**config.mk**
```make
export PLATFORM = sky130hd
export DESIGN_NAME = demultiplexor4
export DESIGN_NICKNAME = d
export VERILOG_FILES = /design/src/rtl/demultiplexor4.sv
export SDC_FILE = /design/constraint.sdc
export NUM_CORES = 1
export LEC_CHECK = 0
export ABC_AREA = 1
export ABC_CLOCK_PERIOD_IN_PS = 2200
export CELL_PAD_IN_SITES_DETAIL_PLACEMENT = 0
export CELL_PAD_IN_SITES_GLOBAL_PLACEMENT = 1
export CORE_ASPECT_RATIO = 2
export CORE_MARGIN = 10
export CORE_UTILIZATION = 29
export CTS_CLUSTER_DIAMETER = 50
export DETAILED_ROUTE_END_ITERATION = 10
export GPL_ROUTABILITY_DRIVEN = 0
export GPL_TIMING_DRIVEN = 1
export HOLD_SLACK_MARGIN = 0.03
export PLACE_DENSITY_LB_ADDON = 0.1
export SETUP_SLACK_MARGIN = 0.15
export SYNTH_ARGS = -nofsm -noshare
export SYNTH_HDL_FRONTEND = slang
export SYNTH_SLANG_ARGS = --single-unit
```
**constraint.sdc**
```tcl
create_clock -name clk -period 2.2 [get_ports clk]
set_clock_uncertainty 0.15 [all_clocks]
set_input_delay 0.55 -clock clk [delete_from_list [all_inputs] [get_ports clk]]
set_output_delay 0.55 -clock clk [all_outputs]
set_load 0.01 [all_outputs]
```
**src/rtl/demultiplexor4.sv**
```systemverilog
// demultiplexor4: registered 1-to-4 data distributor.
// A word and a 2-bit channel select are accepted over a valid/ready
// handshake. The word is held in a single-entry buffer and presented on one of
// four output channels, and each channel has its own valid/ready handshake.
// Each channel keeps a saturating count of completed transfers.
// Optional feature: define DEMUX_BROADCAST_EN to add the broadcastIn port.
// When broadcastIn is high on accept, the word is delivered to all four
// channels and each channel completes independently.
module demultiplexor4 #(
    parameter int BITS     = 32,
    parameter int CNT_BITS = 8
) (
    input  logic                  clk,
    input  logic                  rst_n,
    input  logic [BITS-1:0]       datoInput,
    input  logic [1:0]            selDato,
    input  logic                  validIn,
`ifdef DEMUX_BROADCAST_EN
    input  logic                  broadcastIn,
`endif
    output logic                  readyIn,
    output logic [BITS-1:0]       datoA,
    output logic [BITS-1:0]       datoB,
    output logic [BITS-1:0]       datoC,
    output logic [BITS-1:0]       datoD,
    output logic [3:0]            validOut,
    input  logic [3:0]            readyOut,
    output logic [4*CNT_BITS-1:0] countOut
);

    typedef enum logic {
        EMPTY = 1'b0,
        FULL  = 1'b1
    } state_t;

    localparam logic [CNT_BITS-1:0] CNT_MAX = {CNT_BITS{1'b1}};
    localparam logic [CNT_BITS-1:0] CNT_ONE = CNT_BITS'(1);

    state_t          state_q, state_d;
    logic [BITS-1:0] hold_data_q, hold_data_d;
    logic [1:0]      hold_sel_q, hold_sel_d;
    logic            hold_bcast_q, hold_bcast_d;
    logic [3:0]      pend_q, pend_d;
    logic [3:0]      done;
    logic [3:0]      sel_onehot;
    logic            accept;
    logic            bcast_in;
    logic [BITS-1:0] dato_vec [4];

`ifdef DEMUX_BROADCAST_EN
    assign bcast_in = broadcastIn;
`else
    // Without broadcast support, pend stays one-hot or zero.
    assign bcast_in = 1'b0;
`endif

    // Handshake decode: per-channel completion, input readiness, and accept.
    always_comb begin
        done       = pend_q & readyOut;
        readyIn    = (state_q == EMPTY) || ((pend_q & ~readyOut) == 4'b0000);
        accept     = validIn & readyIn;
        sel_onehot = 4'b0001 << selDato;
    end

    // Next-state logic: a new word loads the buffer, otherwise finished channels drop out.
    always_comb begin
        state_d      = state_q;
        hold_data_d  = hold_data_q;
        hold_sel_d   = hold_sel_q;
        hold_bcast_d = hold_bcast_q;
        pend_d       = pend_q & ~readyOut;
        if (accept) begin
            // A drain and an accept in the same cycle keep the block FULL, so there is no bubble.
            hold_data_d  = datoInput;
            hold_sel_d   = selDato;
            hold_bcast_d = bcast_in;
            pend_d       = bcast_in ? 4'b1111 : sel_onehot;
            state_d      = FULL;
        end else if ((state_q == FULL) && (pend_d == 4'b0000)) begin
            state_d = EMPTY;
        end
    end

    // State and holding registers; a word held at reset assertion is discarded.
    always_ff @(posedge clk or negedge rst_n) begin
        if (!rst_n) begin
            state_q      <= EMPTY;
            hold_data_q  <= '0;
            hold_sel_q   <= 2'b00;
            hold_bcast_q <= 1'b0;
            pend_q       <= 4'b0000;
        end else begin
            state_q      <= state_d;
            hold_data_q  <= hold_data_d;
            hold_sel_q   <= hold_sel_d;
            hold_bcast_q <= hold_bcast_d;
            pend_q       <= pend_d;
        end
    end

    genvar gi;
    generate
        for (gi = 0; gi < 4; gi++) begin : g_ch
            logic [CNT_BITS-1:0] cnt_q, cnt_d;
            logic                ch_sel;

            // Transfer counter: increment on completion and hold at the maximum value.
            always_comb begin
                cnt_d = cnt_q;
                if (done[gi] && (cnt_q != CNT_MAX)) begin
                    cnt_d = cnt_q + CNT_ONE;
                end
            end

            // Counter register.
            always_ff @(posedge clk or negedge rst_n) begin
                if (!rst_n) begin
                    cnt_q <= '0;
                end else begin
                    cnt_q <= cnt_d;
                end
            end

            // A channel drives the held word only while its transfer is pending.
            assign ch_sel       = hold_bcast_q | (hold_sel_q == 2'(gi));
            assign dato_vec[gi] = (pend_q[gi] && ch_sel) ? hold_data_q : '0;
            assign countOut[gi*CNT_BITS +: CNT_BITS] = cnt_q;
        end
    endgenerate

    assign datoA    = dato_vec[0];
    assign datoB    = dato_vec[1];
    assign datoC    = dato_vec[2];
    assign datoD    = dato_vec[3];
    assign validOut = pend_q;

endmodule

```
# Word-level counts from Yosys, hierarchy flattened
# Cells that the tools add are included.
[classes]
add_sub_neg = 4
eq_ne = 7
shift = 1
muxes = 7
bitwise = 5
n_reduce_logical = 13
[ops]
columns = ["cell", "n"]
rows = [
  ["$mux W32", 4],
  ["$add A8 B1 Y8 const B", 4],
  ["$ne A8 B8 Y1 const B", 4],
  ["$logic_and A1 B1 Y1", 9],
  ["$and A4 B4 Y4", 2],
  ["$eq A2 B2 Y1 const B", 2],
  ["$logic_not A4 Y1", 1],
  ["$mux W4", 1],
  ["$not A4 Y4", 1],
  ["$shl A1 B2 Y4 const A", 1],
  ["$eq A2 B1 Y1 const B", 1],
  ["$logic_not A2 Y1", 1],
  ["$mux W1", 2],
  ["$reduce_bool A2 Y1", 1],
  ["$and A1 B1 Y1", 1],
  ["$logic_or A1 B1 Y1", 1],
  ["$not A1 Y1", 1],
]
[word_totals]
reg_bits = 71
in_bits = 41
output_inout_bits = 165
wordCells = 45

# Logic depth before layout (Yosys ltp)
[logic_depth]
depth_word = 6
ltp_mapped = 8
mapped_depth_nobuf = 8

# Least setup slack after synthesis
# Ideal clock, no wire load.
[synth_path]
kind = "input to output"
from = "in readyOut[3]"
to = "out readyIn"
t_arrival_ns = 1.114
required_time_ns = 1.500
setup_slack_ns = 0.386
cell_stages = 5
path_buffers = 1
cell_sequence = "inv_1 -> nand2_1 -> nand2_1 -> o21ai_4 -> buf_4"
[synth_via]
elab_chain_cells = 4
[synth_lines]
columns = ["item", "line", "rtl"]
rows = [
  ["from (decl)", "27", "input logic [3:0] readyOut,"],
  ["$not A4 Y4", "60", "readyIn = (state_q == EMPTY) || ((pend_q & ~readyOut) == 4'b0000);"],
  ["$and A4 B4 Y4", "60", ""],
  ["$logic_not A4 Y1", "60", ""],
  ["$logic_or A1 B1 Y1", "60", ""],
  ["to (decl)", "21", "output logic readyIn,"],
]
# No other way between the ends.

# Worst setup path after layout
[layout_path]
from = "reg hold_sel_q[1]"
to = "out datoA[27]"
[layout_via]
elab_chain_cells = 3
[layout_lines]
columns = ["item", "line", "rtl"]
rows = [
  ["from (decl)", "41", "logic [1:0] hold_sel_q, hold_sel_d;"],
  ["from (signal assigned)", "95", "hold_sel_q <= hold_sel_d;"],
  ["$logic_not A2 Y1", "125", "assign ch_sel = hold_bcast_q | (hold_sel_q == 2'(gi));"],
  ["$logic_and A1 B1 Y1", "126", "assign dato_vec[gi] = (pend_q[gi] && ch_sel) ? hold_data_q : '0;"],
  ["$mux W32", "126", ""],
  ["to (decl)", "22", "output logic [BITS-1:0] datoA,"],
]
# No other way between the ends.

==> summary.txt <==
STA
  – Final period utilization: 1.05
  – Hold Vio Cnt, Final: 0
  – Count of final setup violators: 39
  – Final Worst Setup Slack: -0.108 ns
  – Hold Slack: 0.318 ns
  – Setup TNS: -1.51 ns
  – Pins Over Slew Limit: 0
  – FMAX: 433 MHz
  – Unrepaired setup endpoints after global routing: true
  – Worst-Margin Slew: 0.418 ns
  – Fin crit period: 2.31 ns
  – Slew Limit Headroom: 0.721

Floorplan
  – Total core area: 0.0139 mm^2
  – Die area: 0.0196 mm^2
  – Die X-Extent: 104 um
  – Std cell rows: 61
  – Die height: 188 um
  – Initial Util: 0.296
  – IO Pins: 206

GRT
  – Grt ovf: 0
  – Initial antenna violation count: 0
  – Largest net degree at the start of global routing: 41
  – Total track usage: 0.159
  – Number of global-route vias before repair: 4435
  – Global-route wire length before repair: 25300 um

Layout
  – Layout area overhead: 64.2%
  – Antenna cell count: 0
  – Filler Cell Count: 1476
  – Commonest non-fill, non-tap cell in the layout: nand2_1
  – Fraction of layout cells with a size suffix above 1: 0.243
  – Most frequent cells in the layout: nand2_1, nor2_1, buf_2
  – # nets final: 872
  – Final core occ: 0.485
  – Finished Layout Cells: 1021

Synth
  – Area share of the largest cell type after synthesis: 0.433
  – Sequential area share after synthesis: 0.433
  – Synth warn: 0
  – Netlist cell types: 24
  – Synth Instances: 608
  – Mapped Nets: 653
  – Synth Cell Area: 0.00411 mm^2
  – Number of synthesized register bits: 71
  – Leading area contributor after synthesis: dfrtp_1
  – Ranking of synthesized cells by area: dfrtp_1, nand2_1, nor2_1
  – Avg Cell Area, Syn: 6.75 um^2

Setup path
  – Worst EP arrival: 1.61 ns
  – R2r setup slk: 0.46 ns
  – Reg2reg start: g_ch[0].cnt_q[0]
  – CP required: 1.50 ns
  – End of the critical path: datoA[27]
  – CP startpoint kind: flop
  – Beginning of the critical path: hold_sel_q[1]
  – Reg-to-reg endpoint: g_ch[0].cnt_q[1]
  – CP Capture Type: output pin
  – Worst-case reg-to-reg path depth: 8
  – CP max FO: 8
  – Crit Path Category: flop to output pin

Placed design
  – Place WS: -0.627 ns
  – DP Wirelength: 12100 um
  – I/O Buffers: 205
  – Placed Cells incl. Taps: 990

Status
  – Failing checks: setup timing
  – Outcome: complete, but fails checks

CTS
  – Num Clock Sinks: 71
  – Clk_lat worst skew: 0.33 ns
  – CTS max path bufs: 2
  – CTS root buffer: clkbuf_16
  – Clk pin slew, worst setup/hold paths: 0.06 ns
  – Num CTS Buffers: 9
  – H-tree levels: 3
  – CTS tree: done

Detailed routing
  – Total wire length: 16400 um
  – DR DRC count: 0
  – DRT Pass-1 Iters: 4
  – Vias: 4540
  – Final ANT Viol Nets: 0
  – Drt wl/cell: 16.0 um
  – Vias per Instance: 4.45
  – Drt initial violations: 174

Power
  – Seq pwr share: 0.393
  – Pwr Density: 680 mW/mm^2
  – Comb pwr share: 0.317
  – Switch share: 0.347
  – Switch Pwr: 1.59 mW
  – Maximum vdd drop: 486 uV
  – Clock share of power: 0.290
  – Power Internal: 3.00 mW
  – Leakage: 4.08 nW

Job
  – Max-Cap Viols: 0

Hold path
  – HP Class: flop to flop
[timing repair]
action | CTS | global route
gates resized for setup | 442 | 113
setup endpoints to repair | 180 | 196
cloned | 2 | 2
buffers inserted | 5 | 5
pin swaps | 0 | 4
hold buffers | 1 | 0
endpoints found under the hold margin | 19 | 0
[flip-flops by register name (all words and copies together) (netlist names)]
register,flops
state_q,1
g_ch.cnt_q,32
hold_data_q,32
hold_sel_q,2
validOut,4
[cell families after synthesis]
group / synth area share
AOI/OAI and AO/OA: 0.0256
buffers and inverters: 0.105
xor gates and xnor gates: 0.0320
adders and majority gates: 0.0122
DFF: 0.433
and+or+nand+nor: 0.393
[cells in the mapped netlist]
cell        n
nor3_1      1
inv_2       2
nand3b_1    2
nor2_1    146
inv_1      79
nand3_1    55
ha_1        4
xnor2_1    10
buf_4       4
nand2_2     2
nor3_2      1
o21ai_0     8
a21oi_1     1
o22ai_1     2
clkbuf_1   14
nand4_1     7
nand2_4     1
buf_6       3
xor2_1      5
o21ai_4     2
nand2_1   184
dfrtp_1    71
o21bai_1    2
buf_2       2
[power by group through the flow]
stage / registers, mW / logic, mW / clock network [mW]
after global placement: 1.81 / 1.36 / 0
after CTS: 1.80 / 1.41 / 1.38
after global routing: 1.85 / 1.62 / 1.43
final: 1.80 / 1.45 / 1.33
after floorplan: 1.83 / 0.635 / 0
after detailed placement: 1.82 / 1.39 / 0
[cell type report]
type                    instances  area [um^2]  share of cell area
inverters                      81          309              0.0458
clock inverters                 7         50.0             0.00742
clock buffers                   9          225              0.0334
well taps                     189          236              0.0351
multi-input cells             433         2050               0.305
flip-flops and latches         71         1790               0.265
repair buffers                231         2080               0.308
[critical path: stages (launching register included)]
cell and delay, ns:
dfrtp_1 0.39, buf_6 0.13, inv_4 0.05, nand3_4 0.16
buf_16 0.22, buf_12 0.13, nor2_2 0.06, buf_2 0.14
[per-layer routing]
metal | GRT usage | part of all wire | vias to the layer above
li1 | - | - | 2274
met1 | 0.170 | 0.38 | 2115
met2 | 0.300 | 0.56 | 143
met3 | 0.0403 | 0.052 | 8
met4 | 0.0425 | 0.010 | 0
met5 | 0 | 0 | -
[worst min-delay path by stage]
stage                               start          endpoint  slack (ns)  cells past startpoint
after floorplan                     rst_n  g_ch[0].cnt_q[0]        0.10                      0
after global placement              rst_n  g_ch[1].cnt_q[1]        0.31                      1
after detailed placement  hold_data_q[13]   hold_data_q[13]        0.31                      2
after CTS                 hold_data_q[13]   hold_data_q[13]        0.32                      2
after global routing      hold_data_q[15]   hold_data_q[15]        0.34                      2
final                     hold_data_q[18]   hold_data_q[18]        0.32                      2
[through the flow]
stage | cell area, um^2 | total power [mW]
3_5_place_dp | 6430 | 3.21
3_3_place_gp | 6430 | 3.17
5_1_grt | 6740 | 4.90
6_report | 6740 | 4.59
2_1_floorplan | 4110 | 2.46
4_1_cts | 6420 | 4.59
Note: power is estimated with default switching activity, not from simulation.
